### src/rtl/div_result_bcd.sv
// div_result_bcd: sequential binary-to-BCD converter for the divider_8bit
// quotient and remainder. Both operands are converted in parallel with
// shift-and-add-3 over Q_W shift cycles; results go to the 7-segment driver.
// Optional build macro: DIV_BCD_LEADING_BLANK_EN replaces leading zero
// digits with 4'hF (blank) when a conversion completes.
module div_result_bcd #(
    parameter int Q_W = 8,
    parameter int R_W = 5
) (
    input  logic           clk,
    input  logic           rst_n,
    input  logic           start,
    input  logic [Q_W-1:0] q,
    input  logic [R_W-1:0] r,
    output logic           busy,
    output logic           done,
    output logic [3:0]     q_hund,
    output logic [3:0]     q_tens,
    output logic [3:0]     q_ones,
    output logic [3:0]     r_tens,
    output logic [3:0]     r_ones
);

    typedef enum logic {
        IDLE,
        SHIFT
    } state_t;

    state_t state, state_next;

    // cnt is one bit wider than needed so an out-of-range value is detectable
    logic [3:0]     cnt;
    logic [Q_W-1:0] qsh;
    logic [Q_W-1:0] rsh;
    logic [11:0]    qb;
    logic [7:0]     rb;
    logic [11:0]    qb_adj;
    logic [7:0]     rb_adj;
    logic [11:0]    qb_shift;
    logic [7:0]     rb_shift;
    logic           last_shift;
    logic           cnt_bad;

    assign busy    = (state == SHIFT);
    assign cnt_bad = (cnt > 4'd7);

    // Add-3 correction of every BCD nibble that is 5 or more, then the shift
    always_comb begin
        qb_adj = qb;
        rb_adj = rb;
        for (int i = 0; i < 3; i++) begin
            if (qb[4*i +: 4] >= 4'd5) begin
                qb_adj[4*i +: 4] = qb[4*i +: 4] + 4'd3;
            end
        end
        for (int i = 0; i < 2; i++) begin
            if (rb[4*i +: 4] >= 4'd5) begin
                rb_adj[4*i +: 4] = rb[4*i +: 4] + 4'd3;
            end
        end
        qb_shift = {qb_adj[10:0], qsh[Q_W-1]};
        rb_shift = {rb_adj[6:0], rsh[Q_W-1]};
    end

    // State register
    always_ff @(posedge clk or negedge rst_n) begin
        if (!rst_n) begin
            state <= IDLE;
        end else begin
            state <= state_next;
        end
    end

    // Next-state logic; last_shift marks the edge that completes the 8th shift
    always_comb begin
        state_next = state;
        last_shift = 1'b0;
        case (state)
            IDLE: begin
                if (start) begin
                    state_next = SHIFT;
                end
            end
            SHIFT: begin
                if (cnt_bad) begin
                    state_next = IDLE;
                end else if (cnt == 4'd7) begin
                    last_shift = 1'b1;
                    state_next = IDLE;
                end
            end
            default: state_next = IDLE;
        endcase
    end

    // Operand capture, shift datapath and counter
    always_ff @(posedge clk or negedge rst_n) begin
        if (!rst_n) begin
            cnt <= 4'd0;
            qsh <= '0;
            rsh <= '0;
            qb  <= 12'd0;
            rb  <= 8'd0;
        end else begin
            case (state)
                IDLE: begin
                    if (start) begin
                        qsh <= q;
                        rsh <= Q_W'(r);
                        qb  <= 12'd0;
                        rb  <= 8'd0;
                        cnt <= 4'd0;
                    end
                end
                SHIFT: begin
                    if (cnt_bad) begin
                        cnt <= 4'd0;
                    end else begin
                        qb  <= qb_shift;
                        rb  <= rb_shift;
                        qsh <= qsh << 1;
                        rsh <= rsh << 1;
                        cnt <= last_shift ? 4'd0 : cnt + 4'd1;
                    end
                end
                default: cnt <= 4'd0;
            endcase
        end
    end

    // Output digit registers, loaded only on completion, plus the done pulse
    always_ff @(posedge clk or negedge rst_n) begin
        if (!rst_n) begin
            done   <= 1'b0;
            q_hund <= 4'h0;
            q_tens <= 4'h0;
            q_ones <= 4'h0;
            r_tens <= 4'h0;
            r_ones <= 4'h0;
        end else begin
            done <= last_shift;
            if (last_shift) begin
`ifdef DIV_BCD_LEADING_BLANK_EN
                q_hund <= (qb_shift[11:8] == 4'h0) ? 4'hF : qb_shift[11:8];
                q_tens <= (qb_shift[11:4] == 8'h00) ? 4'hF : qb_shift[7:4];
                r_tens <= (rb_shift[7:4] == 4'h0) ? 4'hF : rb_shift[7:4];
`else
                q_hund <= qb_shift[11:8];
                q_tens <= qb_shift[7:4];
                r_tens <= rb_shift[7:4];
`endif
                q_ones <= qb_shift[3:0];
                r_ones <= rb_shift[3:0];
            end
        end
    end

endmodule

### config.mk
export PLATFORM = sky130hd
export DESIGN_NAME = div_result_bcd
export DESIGN_NICKNAME = d
export VERILOG_FILES = /design/src/rtl/div_result_bcd.sv
export SDC_FILE = /design/constraint.sdc
export NUM_CORES = 1
export LEC_CHECK = 0
export BUFFER_PORTS_ARGS = -buffer_cell sky130_fd_sc_hd__buf_2
export CELL_PAD_IN_SITES_DETAIL_PLACEMENT = 0
export CELL_PAD_IN_SITES_GLOBAL_PLACEMENT = 1
export CORE_ASPECT_RATIO = 1.75
export CORE_MARGIN = 2
export CORE_UTILIZATION = 45
export DETAILED_ROUTE_END_ITERATION = 16
export GPL_TIMING_DRIVEN = 0
export PLACE_DENSITY = 0.88
export SKIP_CTS_REPAIR_TIMING = 1
export SLEW_MARGIN = 40
export SYNTH_ARGS = -nofsm -noshare
export SYNTH_HDL_FRONTEND = slang
export SYNTH_SLANG_ARGS = --single-unit
### constraint.sdc
create_clock -name clk -period 1.85 [get_ports clk]
set_clock_uncertainty 0.05 [all_clocks]
set_input_delay 0.185 -clock clk [delete_from_list [all_inputs] [get_ports clk]]
set_output_delay 0.185 -clock clk [all_outputs]
set_load 0.03 [all_outputs]
==> results.txt, run 1 <==
status -> completed
hold path start -> q[3]
Initial Util -> 46.9%
GR met3 Demand/Resource -> 5.50%
vias post-DR -> 2,152
num rows -> 38
Setup CP Type -> reg -> reg
initial antenna violation count -> 0
Hold WS -> 0.0763 ns
pre-CTS WS -> 0.0658 ns
Seq cells post-synth -> 62
clk buf depth -> 2
register area -> 1550 sq um
Arr. time, crit path -> 1.88 ns
routed wire length per instance -> 14.6 microns
global-route wire length before repair -> 10.2 mm
H-tree depth -> 3
Diodes inserted -> 0
largest net degree at the start of global routing -> 63
setup ws final -> 0.145 ns
R2R Path Start -> qb[0]
CTS tree -> done
Leak Pwr -> 1.68 nW
worst slew pin tran -> 0.567 ns
IO Count -> 38
TritonRoute pass-1 iters -> 4
crit-path max FO -> 5
die height -> 111 microns
GRT overflow -> 0
Final TNS setup -> 0 ns
synthesized cell area -> 2920 sq um
register area share after synthesis -> 53.1%
Final Critical Period -> 1.70 ns
power per cell area -> 2050 nW/um^2
Fin. Hold Viols -> 0
clock root buffer -> clkbuf_8
Die X-Extent -> 64.9 microns
CP Launch Type -> flop
max incr delay on CP -> 0.45 ns
vias per cell -> 5.34
Critical Path Source -> qb[0]
Cells after Synth -> 270
area of the multi-input gates -> 1250 sq um
Final nets -> 345
hold crit path type -> in -> reg
Cell Area, Placed -> 3210 sq um
M2 GR Usage -> 31.3%
maximum vdd drop -> 0.00134 V
Mapped Nets -> 297
IO buf count -> 36
gr usage total -> 18.7%
Iteration-0 DRC Markers -> 103
Total Power -> 7.08 mW
vias in the first global route -> 2,139
worst-path cell chain -> inv_1 > ha_1 > nand2b_1 > a21oi_1 > mux2i_1 > mux2_2
CP max stage cell -> dfrtp_1
fin crit share -> 92.1%
Max Fclk -> 0.587 GHz
syn avg cell area -> 10.8 sq um
final setup violation count -> 0
Filler cells -> 562
max-capacitance violation count -> 0
GR peak layer -> met2
Layout Area Growth over Synthesis -> 18.4%
post-detail-place hpwl -> 4.19 mm
WP data required -> 2.03 ns
core area -> 6230 sq um
Worst Setup End Kind -> flop
grt met1 use -> 21.4%
Die Area -> 7180 sq um
DRT antenna net count -> 0
DRT Wirelength -> 5.90 mm
TritonCTS buffer count -> 9
Finished Cell Area -> 3460 sq um
CTS clk-pin slew, worst paths -> 0.07 ns
GP Congestion -> 0.790
Yosys cell types -> 29
slew margin rel. -> 62.2%
Post-route DRC -> 0
clk sink count -> 62
clock latency on the worst-skew pair -> 0.35 ns
fin. max-slew vios -> 0
Syn. warnings -> 0
RSZ-0062 raised after global routing -> no
share of cells above drive strength 1 -> 25.4%
## metrics by stage
| stage | std cells | utilization [%] |
|---|---|---|
| after floorplan | 270 | - |
| after global placement | 386 | 51.4 |
| after detailed placement | 386 | 51.5 |
| after CTS | 402 | 55.1 |
| after global routing | 403 | 55.6 |
| final | 403 | 55.6 |
## worst paths after layout
kind                                  end  slack [ns]  cells after the start
worst max-delay path            q_ones[2]        0.15                      6
min in group asynchronous       r_ones[1]        0.33                      2
worst min-delay path               qsh[3]        0.08                      3
worst min register to register  q_hund[3]        0.43                      2
worst max register to register  q_ones[2]        0.15                      6
max in group asynchronous          cnt[0]        1.01                      2
## layer usage
layer / vias to the layer above / part of all wire, %
met5: - / 0
met3: 8 / 4.0
met1: 1069 / 40
met2: 41 / 54
li1: 1034 / -
met4: 0 / 2.2
## cells by family (layout without fill, tap and decap cells)
kind of cell | after synthesis | count (layout) | share of synthesized area (%)
flip-flops | 62 | 62 | 53.1
AO/OA/AOI/OAI | 70 | 70 | 14.1
buffers and inverters | 26 | 79 | 4.66
AND/OR/NAND/NOR | 68 | 68 | 11.9
multiplexers | 27 | 27 | 9.76
XOR/XNOR | 6 | 6 | 1.80
adder cells (fa/ha/maj) | 11 | 11 | 4.71
## cell type report
class | instances | share of cell area (%)
plain buffers | 13 | 2.53
clock buffers | 10 | 3.98
clock inverters | 6 | 2.46
inverters | 13 | 1.41
multi-input cells | 182 | 36.2
flip-flops and latches | 62 | 44.8
well taps | 80 | 2.89
repair buffers | 37 | 5.68
## worst max-delay path: cells and delay by family (launching register included)
| kind | cells | cell delay (ns) |
|---|---|---|
| mux | 2 | 0.41 |
| simple gates | 1 | 0.09 |
| fa+ha+maj | 1 | 0.23 |
| compound gates | 1 | 0.25 |
| buf+inv | 1 | 0.09 |
| flops | 1 | 0.45 |
## layout by cell type, fill, tap and decap left out, types with 10 or more instances in the layout
master,count
clkbuf_8,10
buf_2,39
nand2_1,36
a21oi_1,10
ha_1,10
inv_1,12
o21ai_0,40
mux2_2,12
mux2i_1,15
dfrtp_1,62
a22o_1,11
## state kept, by name (all words and copies together) (netlist names), 4 cells and up
signal  count
cnt         4
q_hund      4
q_ones      4
q_tens      4
qb         12
qsh         8
r_ones      4
r_tens      4
rb          8
rsh         8
## synth_stat cells
cell | n | share of area (%)
nand4_1 | 1 | 0.21
nor3b_1 | 8 | 2.1
nor2_1 | 1 | 0.13
mux2_2 | 12 | 4.6
buf_2 | 4 | 0.68
mux2i_1 | 15 | 5.1
xnor2_1 | 6 | 1.8
inv_2 | 1 | 0.13
nand2b_1 | 7 | 1.5
a21oi_1 | 14 | 2.4
dfrtp_1 | 62 | 53
o22ai_1 | 1 | 0.21
nand3_1 | 7 | 1.2
a32o_1 | 1 | 0.34
ha_1 | 11 | 4.7
buf_4 | 1 | 0.26
clkbuf_1 | 4 | 0.51
a22o_1 | 11 | 3.3
o32ai_1 | 1 | 0.30
nor3_1 | 5 | 0.86
buf_6 | 4 | 1.5
nand3b_1 | 1 | 0.26
o21ai_1 | 1 | 0.17
nand3_4 | 1 | 0.60
inv_1 | 12 | 1.5
nor2b_4 | 1 | 0.47
a21oi_4 | 1 | 0.56
nand2_1 | 36 | 4.6
o21ai_0 | 40 | 6.8
## power breakdown
group	switching [mW]	internal, mW	total (mW)	leakage [nW]
sequential	0.457	1.95	2.41	0.790
clock	0.538	0.789	1.33	0.108
combinational	1.95	1.39	3.34	0.783
Power figures use the tool's default switching activity.
==> run 2, diff against run 1 <==
--- a/config.mk
+++ b/config.mk
@@ -9,7 +9,6 @@
 export CELL_PAD_IN_SITES_DETAIL_PLACEMENT = 0
 export CELL_PAD_IN_SITES_GLOBAL_PLACEMENT = 1
 export CORE_ASPECT_RATIO = 1.75
-export CORE_MARGIN = 2
 export CORE_UTILIZATION = 45
 export DETAILED_ROUTE_END_ITERATION = 16
 export GPL_TIMING_DRIVEN = 0
==> results.txt, run 2 (synthesized netlist as in run 1, its figures left out) <==
CP top delay family -> flip-flops
post-layout util -> 54.6% (-0.96 points)
vias post-DR -> 2,173 (+0.98%)
vias in the first global route -> 2,157 (+0.84%)
DRT antenna net count -> 0 (unchanged)
WP buf/inv -> 1 (unchanged)
initial antenna violation count -> 0 (unchanged)
Initial Util -> 46.9% (unchanged)
routed wire length per instance -> 14.8 microns (+1.4%)
status -> completed
worst slew pin tran -> 0.560 ns (-0.00622 ns)
gr usage total -> 19.6% (+0.93 points)
Leak Pwr -> 1.66 nW (-1.4%)
CTS clk-pin slew, worst paths -> 0.08 ns (about the same)
max incr delay on CP -> 0.42 ns (-0.03 ns)
clock latency on the worst-skew pair -> 0.35 ns (about the same)
clk buf depth -> 2 (unchanged)
Worst R2R Setup Slack -> 0.16 ns (about the same)
worst-path cell chain -> inv_1 > ha_2 > nand2b_1 > a21oi_2 > mux2_2 > o21ai_0
commonest non-fill, non-tap cells in the layout -> 62 x dfrtp_1, 40 x o21ai_0, 39 x buf_2
CTS tree -> done
Worst Setup End Kind -> flop
Die Area -> 6840 sq um (-4.8%)
slew margin rel. -> 62.6% (+0.41 points)
CP max stage cell -> dfrtp_1
num rows -> 38 (unchanged)
core area -> 6230 sq um (unchanged)
WHS Endpoint -> qsh[7]
DRT Wirelength -> 5.98 mm (+1.4%)
reg2reg path depth -> 6 (unchanged)
H-tree depth -> 3 (unchanged)
Setup CP Type -> reg -> reg
global-route wire length before repair -> 10.1 mm (-0.68%)
R2R Path Start -> rb[0]
reg-to-reg endpoint -> rb[2]
fin. max-slew vios -> 0 (unchanged)
fin crit share -> 91.5% (-0.66 points)
CP Launch Type -> flop
Layout Area Growth over Synthesis -> 16.3%
clk sink count -> 62 (unchanged)
RSZ-0062 raised after global routing -> no
hold path start -> q[7]
TritonRoute pass-1 iters -> 4 (unchanged)
Max Fclk -> 0.591 GHz (+0.72%)
post-detail-place hpwl -> 4.09 mm (-2.4%)
hold depth -> 3 (unchanged)
power per cell area -> 2000 nW/um^2 (-2.4%)
die height -> 109 microns (-1.8%)
Arr. time, crit path -> 1.91 ns (+0.03 ns)
vias per cell -> 5.39 (+0.98%)
Diodes inserted -> 0 (unchanged)
maximum vdd drop -> 0.00104 V (-22%)
Final nets -> 345 (unchanged)
Fin. Hold Viols -> 0 (unchanged)
max-capacitance violation count -> 0 (unchanged)
Die X-Extent -> 62.9 microns (-3.1%)
TritonCTS buffer count -> 9 (unchanged)
Final TNS setup -> 0 ns (unchanged)
most common cell after layout, fill and taps aside -> dfrtp_1
hold crit path type -> in -> reg
GP Congestion -> 0.770 (-2.5%)
Post-route DRC -> 0 (unchanged)
largest net degree at the start of global routing -> 63 (unchanged)
IO Count -> 38 (unchanged)
GRT overflow -> 0 (unchanged)
WP data required -> 2.07 ns (+0.04 ns)
Final Critical Period -> 1.69 ns (-0.0122 ns)
clock root buffer -> clkbuf_8
IO buf count -> 36 (unchanged)
crit-path max FO -> 5 (unchanged)
share of cells above drive strength 1 -> 24.5% (-0.93 points)
Iteration-0 DRC Markers -> 57 (-45%)
Largest Register -> qb
final setup violation count -> 0 (unchanged)
Largest register FFs -> 12 (unchanged)
[run 2: cell types whose count changed in the layout (fill, tap and decap cells not counted), sizes merged]
cell      before  now
bufinv         2    0
clkinvlp       2    1
clkinv         2    3
clkbuf        14   16
[run 2: metal layers]
metal	share of wire, %	track usage (%)	vias to the layer above	routed length (microns)
li1	-	-	1042	-
met2	53	34.9	47	3200
met4	2.1	11.6	0	128
met1	41	21.7	1072	2450
met5	0	0	-	0
met3	3.3	3.35	12	198
[run 2: how the worst max path moves through the flow]
stage / startpoint / end / slack [ns] / depth (start not counted)
after detailed placement: rb[0] / rb[2] / 0.1 / 6
after global placement: busy / q_ones[2] / 0.18 / 6
after floorplan: busy / q_hund[1] / 0.15 / 6
after global routing: qb[9] / qb[10] / 0.02 / 6
after CTS: rb[0] / rb[2] / 0.07 / 6
final: rb[0] / rb[2] / 0.16 / 6
[run 2: cell type report]
type | count | area [sq um]
Timing Repair Buffer | 37 | 196
Clock inverter | 4 | 22.5
Sequential cell | 62 | 1550
Tap cell | 80 | 100
Multi-Input combinational cell | 182 | 1250
Fill cell | 572 | 2830
Inverter | 13 | 48.8
Buffer | 13 | 87.6
Clock buffer | 12 | 145
[run 2: through the flow]
step | setup WS [ns] | instances | hold slack [ns] | area [sq um] | total power [mW]
after global placement | 0.175 | 386 | 0.406 | 3200 | 5.60
final | 0.158 | 403 | 0.0791 | 3400 | 6.79
after detailed placement | 0.0951 | 386 | 0.275 | 3210 | 5.75
after floorplan | 0.145 | 270 | -0.161 | 2920 | 4.87
after global routing | 0.0250 | 403 | 0.0935 | 3400 | 7.32
after CTS | 0.0693 | 402 | -0.0859 | 3370 | 6.81
[run 2: worst register-to-register path, delay by kind of cell, from the launching register on]
family          cells  cell delay, ns
mux                 1            0.37
flops               1            0.42
compound gates      2            0.33
buf+inv             1            0.11
fa+ha+maj           1            0.23
simple gates        1            0.11
[run 2: power by group]
part           internal, mW  total, mW  leakage (nW)  switching, mW
logic                  1.38       3.33         0.780           1.94
registers              1.95       2.42         0.790          0.461
clock network         0.516       1.04        0.0861          0.527
total                  3.85       6.79          1.66           2.93
